===== src/rtl/swap_sequencer_pkg.sv =====
// swap_sequencer_pkg: shared widths and FSM state encoding for the XCHG sequencer
package swap_sequencer_pkg;
  localparam int DATA_W = 8;
  localparam int ADDR_W = 3;
  typedef enum logic [2:0] {
    S_IDLE = 3'd0,
    S_RD_A = 3'd1,
    S_RD_B = 3'd2,
    S_CAP  = 3'd3,
    S_WR_A = 3'd4,
    S_WR_B = 3'd5,
    S_DONE = 3'd6
  } state_t;
endpackage


===== src/rtl/swap_sequencer_if.sv =====
// swap_sequencer_if: requester, register-file and swap-unit signals of the XCHG sequencer
interface swap_sequencer_if;
  import swap_sequencer_pkg::*;
  logic [1:0]        req;
  logic [ADDR_W-1:0] addr_a0;
  logic [ADDR_W-1:0] addr_b0;
  logic [ADDR_W-1:0] addr_a1;
  logic [ADDR_W-1:0] addr_b1;
  logic [1:0]        gnt;
  logic [1:0]        done;
  logic              busy;
  logic              rf_re;
  logic [ADDR_W-1:0] rf_raddr;
  logic [DATA_W-1:0] rf_rdata;
  logic              rf_we;
  logic [ADDR_W-1:0] rf_waddr;
  logic [DATA_W-1:0] rf_wdata;
  logic [DATA_W-1:0] swp_ain;
  logic [DATA_W-1:0] swp_bin;
  logic [DATA_W-1:0] swp_aout;
  logic [DATA_W-1:0] swp_bout;
  modport master (
    input  req, addr_a0, addr_b0, addr_a1, addr_b1, rf_rdata, swp_aout, swp_bout,
    output gnt, done, busy, rf_re, rf_raddr, rf_we, rf_waddr, rf_wdata, swp_ain, swp_bin
  );
  modport slave (
    output req, addr_a0, addr_b0, addr_a1, addr_b1, rf_rdata, swp_aout, swp_bout,
    input  gnt, done, busy, rf_re, rf_raddr, rf_we, rf_waddr, rf_wdata, swp_ain, swp_bin
  );
endinterface


===== src/rtl/swap_sequencer_rr_arbiter2.sv =====
// rr_arbiter2: two-input round-robin arbiter; pointer moves past whoever completed
module rr_arbiter2 (
  input  logic       clk,
  input  logic       rst_n,
  input  logic [1:0] i_req,
  input  logic [1:0] i_adv,
  output logic [1:0] o_gnt
);
  logic r_ptr;
  always_ff @(posedge clk)
    if (!rst_n) r_ptr <= 1'b0;
    else if (|i_adv) r_ptr <= i_adv[0];
  assign o_gnt = r_ptr ? (i_req[1] ? 2'b10 : {1'b0, i_req[0]})
                       : (i_req[0] ? 2'b01 : {i_req[1], 1'b0});
endmodule


===== src/rtl/swap_sequencer.sv =====
// swap_sequencer: arbitrates two XCHG requesters and runs read-read-swap-write-write on the RF
module swap_sequencer
  import swap_sequencer_pkg::*;
(
  input  logic             clk,
  input  logic             rst_n,
  swap_sequencer_if.master bus
);
  state_t            r_state, w_next;
  logic [1:0]        r_gnt, w_arb, w_done;
  logic [ADDR_W-1:0] r_addr_a, r_addr_b, w_sel_a, w_sel_b;
  logic [DATA_W-1:0] r_da, r_swp_a, r_swp_b;
  logic              w_accept;
  rr_arbiter2 u_arb (
    .clk   (clk),
    .rst_n (rst_n),
    .i_req (bus.req),
    .i_adv (w_done),
    .o_gnt (w_arb)
  );
  assign w_accept = (r_state == S_IDLE) && |w_arb;
  assign w_sel_a  = w_arb[1] ? bus.addr_a1 : bus.addr_a0;
  assign w_sel_b  = w_arb[1] ? bus.addr_b1 : bus.addr_b0;
  always_comb begin
    w_next = r_state;
    case (r_state)
      S_IDLE:  w_next = w_accept ? ((w_sel_a == w_sel_b) ? S_DONE : S_RD_A) : S_IDLE;
      S_RD_A:  w_next = S_RD_B;
      S_RD_B:  w_next = S_CAP;
      S_CAP:   w_next = S_WR_A;
      S_WR_A:  w_next = S_WR_B;
      S_WR_B:  w_next = S_DONE;
      default: w_next = S_IDLE;
    endcase
  end
  always_ff @(posedge clk)
    if (!rst_n) begin
      r_state  <= S_IDLE;
      r_gnt    <= '0;
      r_addr_a <= '0;
      r_addr_b <= '0;
      r_da     <= '0;
      r_swp_a  <= '0;
      r_swp_b  <= '0;
    end else begin
      r_state <= w_next;
      if (w_accept) begin
        r_gnt    <= w_arb;
        r_addr_a <= w_sel_a;
        r_addr_b <= w_sel_b;
      end else if (r_state == S_DONE) r_gnt <= '0;
      if (r_state == S_RD_B) r_da <= bus.rf_rdata;
      if (r_state == S_CAP) begin
        r_swp_a <= r_da;
        r_swp_b <= bus.rf_rdata;
      end
    end
  // strobes are gated by rst_n so a reset edge never commits a write or a done
  assign w_done       = (rst_n && r_state == S_DONE) ? r_gnt : '0;
  assign bus.done     = w_done;
  assign bus.gnt      = r_gnt;
  assign bus.busy     = r_state != S_IDLE;
  assign bus.rf_re    = rst_n && (r_state == S_RD_A || r_state == S_RD_B);
  assign bus.rf_raddr = (r_state == S_RD_A) ? r_addr_a : (r_state == S_RD_B) ? r_addr_b : '0;
  assign bus.rf_we    = rst_n && (r_state == S_WR_A || r_state == S_WR_B);
  assign bus.rf_waddr = (r_state == S_WR_A) ? r_addr_a : (r_state == S_WR_B) ? r_addr_b : '0;
  assign bus.rf_wdata = (r_state == S_WR_A) ? bus.swp_aout : (r_state == S_WR_B) ? bus.swp_bout : '0;
  assign bus.swp_ain  = r_swp_a;
  assign bus.swp_bin  = r_swp_b;
endmodule


===== src/flat_wrapper.sv =====
// flat-port wrapper written by rule: the top's interface ports become plain ports
module swap_sequencer_flat import swap_sequencer_pkg::*;
  (clk, rst_n, bus_req, bus_addr_a0, bus_addr_b0, bus_addr_a1, bus_addr_b1, bus_rf_rdata, bus_swp_aout, bus_swp_bout, bus_gnt, bus_done, bus_busy, bus_rf_re, bus_rf_raddr, bus_rf_we, bus_rf_waddr, bus_rf_wdata, bus_swp_ain, bus_swp_bin);
  swap_sequencer_if bus_i ();
  input  logic clk;
  input  logic rst_n;
  input wire logic [$bits(bus_i.req)-1:0] bus_req;
  input wire logic [$bits(bus_i.addr_a0)-1:0] bus_addr_a0;
  input wire logic [$bits(bus_i.addr_b0)-1:0] bus_addr_b0;
  input wire logic [$bits(bus_i.addr_a1)-1:0] bus_addr_a1;
  input wire logic [$bits(bus_i.addr_b1)-1:0] bus_addr_b1;
  input wire logic [$bits(bus_i.rf_rdata)-1:0] bus_rf_rdata;
  input wire logic [$bits(bus_i.swp_aout)-1:0] bus_swp_aout;
  input wire logic [$bits(bus_i.swp_bout)-1:0] bus_swp_bout;
  output wire logic [$bits(bus_i.gnt)-1:0] bus_gnt;
  output wire logic [$bits(bus_i.done)-1:0] bus_done;
  output wire logic [$bits(bus_i.busy)-1:0] bus_busy;
  output wire logic [$bits(bus_i.rf_re)-1:0] bus_rf_re;
  output wire logic [$bits(bus_i.rf_raddr)-1:0] bus_rf_raddr;
  output wire logic [$bits(bus_i.rf_we)-1:0] bus_rf_we;
  output wire logic [$bits(bus_i.rf_waddr)-1:0] bus_rf_waddr;
  output wire logic [$bits(bus_i.rf_wdata)-1:0] bus_rf_wdata;
  output wire logic [$bits(bus_i.swp_ain)-1:0] bus_swp_ain;
  output wire logic [$bits(bus_i.swp_bin)-1:0] bus_swp_bin;
  assign bus_i.req = bus_req;
  assign bus_i.addr_a0 = bus_addr_a0;
  assign bus_i.addr_b0 = bus_addr_b0;
  assign bus_i.addr_a1 = bus_addr_a1;
  assign bus_i.addr_b1 = bus_addr_b1;
  assign bus_i.rf_rdata = bus_rf_rdata;
  assign bus_i.swp_aout = bus_swp_aout;
  assign bus_i.swp_bout = bus_swp_bout;
  assign bus_gnt = bus_i.gnt;
  assign bus_done = bus_i.done;
  assign bus_busy = bus_i.busy;
  assign bus_rf_re = bus_i.rf_re;
  assign bus_rf_raddr = bus_i.rf_raddr;
  assign bus_rf_we = bus_i.rf_we;
  assign bus_rf_waddr = bus_i.rf_waddr;
  assign bus_rf_wdata = bus_i.rf_wdata;
  assign bus_swp_ain = bus_i.swp_ain;
  assign bus_swp_bin = bus_i.swp_bin;
  swap_sequencer u_core (.clk(clk), .rst_n(rst_n), .bus(bus_i));
endmodule

===== config.mk =====
export PLATFORM = sky130hd
export DESIGN_NAME = swap_sequencer_flat
export DESIGN_NICKNAME = d
export VERILOG_FILES = /design/src/rtl/swap_sequencer_pkg.sv /design/src/rtl/swap_sequencer_if.sv /design/src/rtl/swap_sequencer_rr_arbiter2.sv /design/src/rtl/swap_sequencer.sv /design/src/flat_wrapper.sv
export SDC_FILE = /design/constraint.sdc
export NUM_CORES = 1
export LEC_CHECK = 0
export CAP_MARGIN = 20
export CORE_MARGIN = 8
export CORE_UTILIZATION = 30
export CTS_CLUSTER_DIAMETER = 120
export DETAILED_ROUTE_END_ITERATION = 8
export GPL_TIMING_DRIVEN = 0
export SYNTH_ARGS = -nofsm -noshare
export SYNTH_HDL_FRONTEND = slang
export SYNTH_SLANG_ARGS = --single-unit

===== constraint.sdc =====
create_clock -name clk -period 1.8 [get_ports clk]
set_input_delay 0.36 -clock clk [delete_from_list [all_inputs] [get_ports clk]]
set_output_delay 0.36 -clock clk [all_outputs]
set_load 0.01 [all_outputs]

==> impl_metrics.yaml <==
outcome:
  outcome: "finished, final reports clean"
detailed_routing:
  drc: 0
  postRouteAntennaNets: 0
  first_pass_iters: 4
  via_per_inst: 4.58
  via_count: 1740
  drtIter0Drc: 60
  drt_wl_total_mm: 5.43
  routed_wire_length_per_instance_um: 14.3
final_layout:
  final_cell_area_sq_um: 2900
  insertedDiodeCount: 0
  drive_above_1_share_pct: 25.2
  nFillCells: 573
  instances_no_fill: 380
  flow.area_growth_from_synthesis_pct: 63.5
  final_nets: 344
setup_path:
  critical_path_required_ps: 1440
  timing.critical_path.from: "u_core.r_state[2]$_SDFF_PN0_"
  regToRegSetupSlack_ps: 120
  critical_setup_path_class: "register to output pin"
  critPathLaunchType: "register"
  worst_setup_path_end_kind: "output pin"
  worst_ep_arrival_time_ps: 1430
  reg2reg_from: "u_core.r_state[2]$_SDFF_PN0_"
  crit_fanout: 5
die:
  design.die.area_sq_um: 8620
  die-width_um: 92.8
  initial_util_pct: 30.4
  design.core.area_sq_um: 5820
  die_height_um: 92.8
  ioPinCount: 77
  core.rowCount: 28
timing:
  worst_setup_slack_after_layout_ps: 10.4
  hold_viol_final: 0
  timing.slew.headroom_pct: 63.2
  clock-skew-final_ps: 4.87
  setup_viol_count_final: 0
  min_period_over_period_pct: 99.4
  whs_ps: 455
  rsz0062_at_grt: "yes"
  slew_violations: 0
  worst_pin_slew_ps: 552
  max_clock_freq_mhz: 559
  period_minus_slack_ps: 1790
place:
  dp.final_hpwl_mm: 3.98
  pre_cts_slack_ps: -952
  post_placement_cell_area_sq_um: 2630
  buffers_added_on_ports: 76
  globalplace.congestion: 0.769
  place.detailed.instances: 357
global_routing:
  gr-usage-all-layers_pct: 12.3
  grt_pass1_wl_mm: 8.54
  vias_in_the_first_global_route: 1710
  grt_util_met3_pct: 2.91
  maximum_number_of_pins_on_one_net_before_global_route_repair: 12
  gr-total-overflow: 0
  grt.met2_usage_pct: 20.5
  grt_util_met1_pct: 15.1
  global_route.peak_usage_layer: "met2"
  antenna_found_initial: 0
logic_synthesis:
  yosysWarnings: 0
  synth.net_count: 246
  synth_cell_types: 35
  synth.cell_area_sq_um: 1770
  synth_seq_area_share_pct: 40.7
  synth.avg_cell_area_sq_um: 8.59
  ys_ff_latch: 36
  netlist_instances: 206
pwr:
  post-layout-total-power_mw: 3.56
  static-leakage-power_nw: 1.18
  power.density_cell_area_nw_per_um2: 1230
  peakVddDrop_mv: 0.702
min_path:
  hp-start: "u_core.r_da[1]$_SDFFE_PN0N_"
  timing.hold.worst.class: "register to register"
clock_tree:
  clock-sinks: 36
  clockRootBuffer: "clkbuf_8"
  cts_buffers: 5
  cts_hold_buffers: 0
  cts-root-to-sink-buffers: 2
  clock_tree_from_tritoncts: "yes"
  cts.htree.levels: 2
  worstSkewPairLatency_ps: 290
  path_clk_slew_ps: 70
run:
  max_cap_viol_count: 0
## kinds of logic (layout without fill, tap and decap cells)
kind of cell | count (synthesis) | count (layout) | synth area share, %
mux | 26 | 26 | 14.7
flops | 36 | 36 | 40.7
compound gates | 36 | 36 | 13.9
simple gates | 83 | 83 | 21.2
xor+xnor | 7 | 7 | 3.46
buf+inv | 18 | 117 | 6.01
## critical path, stage by stage, from the launching register on
cell,delay [ps]
dfxtp_2,330
buf_6,100
or2b_4,300
clkbuf_16,170
nor2_2,110
buf_2,140
## power by group
group	total, mW	internal, mW	leakage, nW	switching, mW
clock network	0.704	0.411	0.0552	0.293
registers	1.06	0.955	0.295	0.103
logic	1.80	0.967	0.828	0.829
## registers in the layout, indices dropped and copies added, names as in the netlist
signal,flops
u_core.r_da,8
u_core.bus.swp_ain,8
u_core.r_addr_b,3
u_core.bus.gnt,2
u_core.bus.swp_bin,8
u_core.r_state,3
u_core.r_addr_a,3
u_core.u_arb.r_ptr,1
## synth_stat cells, drive strengths merged
master | count | share of area (%)
a211oi | 6 | 3.7
a21oi | 18 | 5.1
dfxtp | 36 | 41
clkinv | 1 | 0.21
and2b | 3 | 1.4
o21bai | 1 | 0.42
nor2 | 34 | 8.1
clkbuf | 6 | 1.3
o21a | 1 | 0.42
a2bb2oi | 1 | 0.49
nor2b | 1 | 0.35
inv | 4 | 0.85
mux2i | 26 | 15
or3 | 1 | 0.64
buf | 7 | 3.7
o32a | 1 | 0.64
a32o | 1 | 0.57
and3 | 1 | 0.35
or4b | 1 | 0.57
nor3 | 4 | 1.1
nand2 | 35 | 7.4
xor2 | 7 | 3.5
and2 | 2 | 0.78
a22oi | 3 | 1.3
o21ai | 4 | 1.3
or2b | 1 | 0.42
## metrics by stage
| step | utilization (%) | TNS (ps) |
|---|---|---|
| floorplan | - | 0 |
| global placement | 45.1 | -7670 |
| detailed placement | 45.1 | -7890 |
| CTS | 47.4 | 0 |
| global route | 49.8 | -92.7 |
| finish | 49.8 | 0 |
## cells in the final DEF (no fill, tap or decap), types with 2 or more instances in the layout
cell              n
clkdlybuf4s50_1  56
nor3_1            3
buf_12            2
nor2_2            3
mux2i_1          26
buf_6             8
a211oi_2          4
a21oi_1          18
nand2_1          35
a22oi_1           3
dfxtp_1          33
xor2_1            7
inv_1             4
clkbuf_2          2
clkbuf_1          4
nor2_4            4
buf_2            15
and2b_2           2
clkbuf_8          5
buf_4            14
dfxtp_2           2
nor2_1           26
o21ai_0           2
a211oi_1          2
## routing by layer
layer	vias up	part of all wire, %
met5	-	0
met4	0	1.2
met3	7	5.3
met2	49	47
met1	790	46
li1	894	-
## what timing repair did
item | 4_1_cts | 5_1_grt
gates resized for setup | 97 | 17
cloned | 0 | 1
setup endpoints to repair | 19 | 16
pin swaps | 1 | 3
setup buffers | 3 | 11
## final timing paths
kind	end	cells after the start
max reg2reg	u_core.r_state[0]$_SDFF_PN0_	6
max	bus_rf_wdata[2]	5
min	u_core.bus.swp_ain[1]$_SDFFE_PN0P_	2
min reg2reg	u_core.bus.swp_ain[1]$_SDFFE_PN0P_	2
## layout make-up
type / count / area [sq um] / share of cell area (%)
multi-input cells: 152 / 998 / 34.5
flip-flops and latches: 36 / 727 / 25.1
clock buffers: 6 / 72.6 / 2.51
plain buffers: 13 / 135 / 4.67
repair buffers: 91 / 810 / 28.0
well taps: 75 / 93.8 / 3.24
inverters: 5 / 23.8 / 0.821
clock inverters: 2 / 35.0 / 1.21
Power figures use the tool's default switching activity.
